<file path="config.mk">
export PLATFORM = sky130hd
export DESIGN_NAME = kd_run_seq
export DESIGN_NICKNAME = d
export VERILOG_FILES = /design/src/rtl/kd_pkg.sv /design/src/rtl/kd_phase_rom.sv /design/src/rtl/kd_run_seq.sv
export SDC_FILE = /design/constraint.sdc
export NUM_CORES = 1
export LEC_CHECK = 0
export BUFFER_PORTS_ARGS = -buffer_cell sky130_fd_sc_hd__buf_2
export CAP_MARGIN = 20
export CORE_UTILIZATION = 65
export DETAILED_ROUTE_END_ITERATION = 10
export PLACE_DENSITY = 0.84
export SYNTH_ARGS = -nofsm -noshare
export SYNTH_HDL_FRONTEND = slang
export SYNTH_SLANG_ARGS = --single-unit
</file>
<file path="constraint.sdc">
create_clock -name clk -period 4.3 [get_ports clk]
set_input_delay 0.215 -clock clk [delete_from_list [all_inputs] [get_ports clk]]
set_output_delay 0.215 -clock clk [all_outputs]
set_load 0.02 [all_outputs]
</file>
<file path="src/rtl/kd_pkg.sv">
// Shared Run_mode codes, algorithm selects and phase-count helper for the KD_top
// command sequencer.
package kd_pkg;

   localparam int RM_W = 4;

   localparam logic [RM_W-1:0] RM_IDLE          = 4'd0;
   localparam logic [RM_W-1:0] RM_K_2_NTT       = 4'd1;
   localparam logic [RM_W-1:0] RM_DONE_K_2_NTT  = 4'd2;
   localparam logic [RM_W-1:0] RM_K_4_NTT       = 4'd3;
   localparam logic [RM_W-1:0] RM_DONE_K_4_NTT  = 4'd4;
   localparam logic [RM_W-1:0] RM_D_2_NTT       = 4'd5;
   localparam logic [RM_W-1:0] RM_DONE_D_2_NTT  = 4'd6;
   localparam logic [RM_W-1:0] RM_K_2_INTT      = 4'd7;
   localparam logic [RM_W-1:0] RM_DONE_K_2_INTT = 4'd8;
   localparam logic [RM_W-1:0] RM_K_4_INTT      = 4'd9;
   localparam logic [RM_W-1:0] RM_DONE_K_4_INTT = 4'd10;
   localparam logic [RM_W-1:0] RM_D_2_INTT      = 4'd11;
   localparam logic [RM_W-1:0] RM_DONE_D_2_INTT = 4'd12;

   localparam logic KD_KYBER     = 1'b0;
   localparam logic KD_DILITHIUM = 1'b1;

   function automatic logic [1:0] phase_count(input logic kd);
      return (kd == KD_DILITHIUM) ? 2'd1 : 2'd2;
   endfunction

endpackage

</file>
<file path="src/rtl/kd_phase_rom.sv">
// Combinational lookup of the RUN-phase code for a given algorithm, direction
// and phase index; out-of-range indices return IDLE.
module kd_phase_rom
   import kd_pkg::*;
(
   input  logic            i_kd_mode,
   input  logic            i_inverse,
   input  logic            i_index,
   output logic [RM_W-1:0] o_code
);

   always_comb begin
      o_code = RM_IDLE;
      case ({i_kd_mode, i_inverse, i_index})
         3'b000:  o_code = RM_K_2_NTT;
         3'b001:  o_code = RM_K_4_NTT;
         3'b010:  o_code = RM_K_4_INTT;
         3'b011:  o_code = RM_K_2_INTT;
         3'b100:  o_code = RM_D_2_NTT;
         3'b110:  o_code = RM_D_2_INTT;
         default: o_code = RM_IDLE;
      endcase
   end

endmodule

</file>
<file path="src/rtl/kd_run_seq.sv">
// Handshake-driven, timeout-guarded sequencer that steps KD_top through the
// RUN/Done phase codes of one NTT/INTT request.
module kd_run_seq
   import kd_pkg::*;
#(
   parameter int DONE_HOLD = 16,
   parameter int TIMEOUT   = 2048
)(
   input  logic            clk,
   input  logic            rst,
   input  logic            cmd_valid,
   output logic            cmd_ready,
   input  logic            cmd_kd_mode,
   input  logic            cmd_inverse,
   input  logic [1:0]      done_flag,
   output logic [RM_W-1:0] Run_mode,
   output logic            KD_mode,
   output logic            busy,
   output logic            op_done,
   output logic            op_err
);

   localparam logic [1:0] ST_IDLE = 2'd0;
   localparam logic [1:0] ST_RUN  = 2'd1;
   localparam logic [1:0] ST_HOLD = 2'd2;
   localparam logic [1:0] ST_FIN  = 2'd3;

   localparam logic [7:0]  HOLD_LAST = 8'(DONE_HOLD - 1);
   localparam logic [15:0] TMO_LAST  = 16'(TIMEOUT - 1);

   logic [1:0]      r_state;
   logic            r_inv;
   logic            r_idx;
   logic [7:0]      r_hcnt;
   logic [15:0]     r_tcnt;
   logic [1:0]      r_flag_d;
   logic [RM_W-1:0] r_run_mode;
   logic            r_kd_mode;
   logic            r_busy;
   logic            r_op_done;
   logic            r_op_err;
   logic            r_cmd_ready;

   logic            w_rom_kd;
   logic            w_rom_inv;
   logic            w_rom_idx;
   logic [RM_W-1:0] w_rom_code;
   logic            w_rise;
   logic            w_last;

   // In IDLE the ROM looks up phase 0 of the incoming command; otherwise the next phase.
   assign w_rom_kd  = (r_state == ST_IDLE) ? cmd_kd_mode : r_kd_mode;
   assign w_rom_inv = (r_state == ST_IDLE) ? cmd_inverse : r_inv;
   assign w_rom_idx = (r_state == ST_IDLE) ? 1'b0 : (r_idx + 1'b1);

   kd_phase_rom u_rom (
      .i_kd_mode (w_rom_kd),
      .i_inverse (w_rom_inv),
      .i_index   (w_rom_idx),
      .o_code    (w_rom_code)
   );

   // Only a 00 -> nonzero edge counts, so a flag left high from the last phase is ignored.
   assign w_rise = (r_flag_d == 2'b00) && (done_flag != 2'b00);
   assign w_last = (({1'b0, r_idx} + 2'd1) >= phase_count(r_kd_mode));

   always_ff @(posedge clk or negedge rst) begin
      if (!rst) begin
         r_state     <= ST_IDLE;
         r_inv       <= 1'b0;
         r_idx       <= 1'b0;
         r_hcnt      <= 8'd0;
         r_tcnt      <= 16'd0;
         r_flag_d    <= 2'b00;
         r_run_mode  <= RM_IDLE;
         r_kd_mode   <= KD_KYBER;
         r_busy      <= 1'b0;
         r_op_done   <= 1'b0;
         r_op_err    <= 1'b0;
         r_cmd_ready <= 1'b1;
      end else begin
         r_flag_d  <= done_flag;
         r_op_done <= 1'b0;
         case (r_state)
            ST_IDLE: begin
               if (cmd_valid && r_cmd_ready) begin
                  r_kd_mode   <= cmd_kd_mode;
                  r_inv       <= cmd_inverse;
                  r_idx       <= 1'b0;
                  r_op_err    <= 1'b0;
                  r_run_mode  <= w_rom_code;
                  r_tcnt      <= 16'd0;
                  r_hcnt      <= 8'd0;
                  r_busy      <= 1'b1;
                  r_cmd_ready <= 1'b0;
                  r_state     <= ST_RUN;
               end
            end
            ST_RUN: begin
               if (w_rise) begin
                  r_run_mode <= r_run_mode + 4'd1;
                  r_hcnt     <= 8'd0;
                  r_state    <= ST_HOLD;
               end else if (r_tcnt == TMO_LAST) begin
                  r_run_mode <= RM_IDLE;
                  r_op_err   <= 1'b1;
                  r_op_done  <= 1'b1;
                  r_tcnt     <= 16'd0;
                  r_state    <= ST_FIN;
               end else begin
                  r_tcnt <= r_tcnt + 16'd1;
               end
            end
            ST_HOLD: begin
               if (r_hcnt == HOLD_LAST) begin
                  r_hcnt <= 8'd0;
                  if (!w_last) begin
                     r_idx      <= r_idx + 1'b1;
                     r_run_mode <= w_rom_code;
                     r_tcnt     <= 16'd0;
                     r_state    <= ST_RUN;
                  end else begin
                     r_run_mode <= RM_IDLE;
                     r_op_done  <= 1'b1;
                     r_state    <= ST_FIN;
                  end
               end else begin
                  r_hcnt <= r_hcnt + 8'd1;
               end
            end
            ST_FIN: begin
               r_busy      <= 1'b0;
               r_cmd_ready <= 1'b1;
               r_state     <= ST_IDLE;
            end
            default: begin
               r_run_mode  <= RM_IDLE;
               r_busy      <= 1'b0;
               r_cmd_ready <= 1'b1;
               r_state     <= ST_IDLE;
            end
         endcase
      end
   end

   assign cmd_ready = r_cmd_ready;
   assign Run_mode  = r_run_mode;
   assign KD_mode   = r_kd_mode;
   assign busy      = r_busy;
   assign op_done   = r_op_done;
   assign op_err    = r_op_err;

endmodule

</file>
==> qor.yml <==
global_route:
  gr-total-overflow: 0
  grtUsageMet2_pct: 42.5
  grt_pass1_vias: 1787
  grt.busiest_layer: "met2"
  antenna_found_initial: 0
  grt_start_max_net_pins: 40
  grt_use_met3_pct: 4.20
  grt_pass1_wl_mm: 8.58
  track_usage_pct: 28.1
  use_met1_pct: 39.5
route:
  postRouteAntennaNets: 0
  vias: 2036
  drt_iter0_markers: 141
  via_per_inst: 6.40
  wirelength_mm: 4.85
  drc: 0
  wl_per_cell_um: 15.3
  drt-pass1-iter-count: 4
logic_synthesis:
  synthesis.nets: 274
  synth.distinct_cells: 54
  netlist.area_leader.share_pct: 39.7
  synth_ff_type: "dfrtp_1"
  synth_edf_count: 0
  yosysSeqAreaShare_pct: 40.8
  avgSynthCellArea_um2: 9.24
  syn_area_mm2: 0.00239
  synthCells: 259
  synthTopCellsByArea: "dfrtp_1 (40%), o21ai_0 (5.4%), ha_1 (4.2%)"
  synth_top_area_cell: "dfrtp_1"
  ys_async_sr_fraction_pct: 100
  ys_seq_elements: 39
  yosysWarnings: 0
timing:
  hold_viol: 0
  fin_skew_ns: 0.0102
  fin_crit_sh_pct: 63.2
  rsz0062_at_grt: "no"
  slew_headroom_pct: 44.0
  final-max-slew-violation-count: 0
  worst_slew_pin_slew_ns: 0.841
  finalWorstSetupSlack_ns: 1.58
  timing.fmax_mhz: 368
  setup_viol: 0
  fin_crit_ns: 2.72
  fin_setup_tns_ns: 0
critical_path:
  critPathMaxFanout: 19
  reg2reg_from: "r_state[1]$_DFFE_PN0P_"
  critPathLaunchType: "register"
  arrival_ns: 2.94
  cp_data_required_time_ns: 4.52
  r2r_setup_slack_ns: 1.58
  cp-end-kind: "register"
  r2r-end: "r_tcnt[12]$_DFFE_PN0P_"
  ff2ff_path_depth: 7
  critical_path_class: "reg -> reg"
pwr:
  ir_worst_vdd_mv: 0.263
  leakage_nw: 1.17
  p_int_mw: 0.874
  p_per_area_mw_per_mm2: 608
  p_comb_share_pct: 49.8
  seqPwrFrac_pct: 34.3
  clkPwrFrac_pct: 15.9
  swShare_pct: 44.2
  power_switching_mw: 0.694
clocking:
  cts_resized: 0
  clock_sinks: 39
  cts_max_level: 2
  cts_made_buffers: 5
  post_cts_buffers: 0
  hold_buffers: 0
  cts_tree: "built"
  cts_buffer_depth: 2
  clkTransAtPathRegs_ns: 0.08
  cts-root-buf: "clkbuf_8"
  clkLatencyLatePin_ns: 0.29
placed_design:
  placedCellCount: 311
  dp_hpwl_mm: 3.47
  io_buffers: 15
  dp_slack_ns: 1.57
  gp_congestion: 0.832
job:
  cap_violations: 0
floorplan:
  die_w_um: 62.7
  core_mm2: 0.00344
  start_util_pct: 69.5
  fp.dieH_um: 62.7
  die_area_mm2: 0.00393
  rows: 21
  io_pins: 16
outcome:
  status: "completed"
cells_and_area:
  fin_nets: 287
  syn2layout_area_growth_pct: 7.68
  diodes: 0
  stdcell_count: 318
  post-route-util_pct: 74.9
  post_route_cells_drive_above_1_share_pct: 14.7
worst_hold_path:
  hold_class: "in -> async"
-- logic make-up after synthesis --
kind of cell               after synthesis  share of synthesized area (%)
AOI/OAI and AO/OA                       80                           23.7
adders and majority gates                8                           4.18
muxes                                    7                           3.24
DFF                                     39                           40.8
buffers and inverters                   18                           2.93
and+or+nand+nor                        107                           25.1
-- final cells by class --
cell class | instances | area [µm²]
inverters | 9 | 33.8
flip-flops and latches | 39 | 977
well taps | 46 | 57.6
fillers | 256 | 865
clock buffers | 6 | 82.6
repair buffers | 15 | 75.1
multi-input cells | 202 | 1350
clock inverters | 1 | 5.00
-- cells in the mapped netlist, drive strengths merged, types with 5 or more instances --
master,count
a21oi,6
a22o,11
and3,6
clkbuf,7
dfrtp,38
ha,8
inv,9
nand2,21
nand2b,5
nand3,13
nor2,17
nor2b,6
nor3,7
o21ai,28
o31ai,9
-- worst max-delay path: stages (launching register included) --
cell and delay, ns:
dfrtp_1 0.44, inv_1 0.13, ha_1 0.54, nor3_1 0.09, a311oi_1 0.32, nand3_1 0.38, nor2_1 0.55, a22o_1 0.21
-- stage by stage --
step	total power, mW	hold slack (ns)	instance area [µm²]
floorplan	1.15	-0.0806	2390
global placement	1.30	0.333	2490
detailed placement	1.32	0.334	2490
CTS	1.57	0.0291	2580
global route	1.69	0.0275	2580
finish	1.57	0.0248	2580
-- sequential cells by signal, indices dropped and copies added (netlist names), 2 cells and up --
signal	count
r_state	2
r_flag_d	2
r_hcnt	8
r_tcnt	16
Run_mode	4
-- metal layers --
metal	vias up	part of all wire [%]	wire length, µm
met5	-	0	0
met4	0	1.9	93
met3	8	3.4	165
met2	39	46	2250
met1	987	48	2340
li1	1002	-	-
-- power groups by stage --
| stage | sequential, mW | clock (mW) | combinational [mW] |
|---|---|---|---|
| after floorplan | 0.545 | 0 | 0.603 |
| after global placement | 0.537 | 0 | 0.764 |
| after detailed placement | 0.541 | 0 | 0.779 |
| after CTS | 0.535 | 0.255 | 0.784 |
| after global routing | 0.552 | 0.266 | 0.873 |
| final | 0.538 | 0.250 | 0.781 |
-- worst max-delay path by stage --
stage | startpoint | to | slack (ns) | cells after the start
2_1_floorplan | r_state[0]$_DFFE_PN0P_ | r_tcnt[7]$_DFFE_PN0P_ | 2.19 | 9
3_5_place_dp | r_state[1]$_DFFE_PN0P_ | r_tcnt[9]$_DFFE_PN0P_ | 1.57 | 7
3_3_place_gp | r_state[1]$_DFFE_PN0P_ | r_tcnt[15]$_DFFE_PN0P_ | 1.69 | 7
6_report | r_state[1]$_DFFE_PN0P_ | r_tcnt[12]$_DFFE_PN0P_ | 1.58 | 7
5_1_grt | r_state[1]$_DFFE_PN0P_ | r_tcnt[9]$_DFFE_PN0P_ | 1.29 | 7
4_1_cts | r_state[1]$_DFFE_PN0P_ | r_tcnt[9]$_DFFE_PN0P_ | 1.58 | 7
-- placed cells by master (no fill, tap or decap), types with 7 or more instances in the layout --
cell and n:
buf_2 15, o21ai_0 26, inv_1 9, nor2_1 17, nand2_1 20, nand3_1 12
ha_1 8, a22o_1 11, o31ai_1 9, dfrtp_1 38, nor3_1 7
Power figures use the tool's default switching activity.
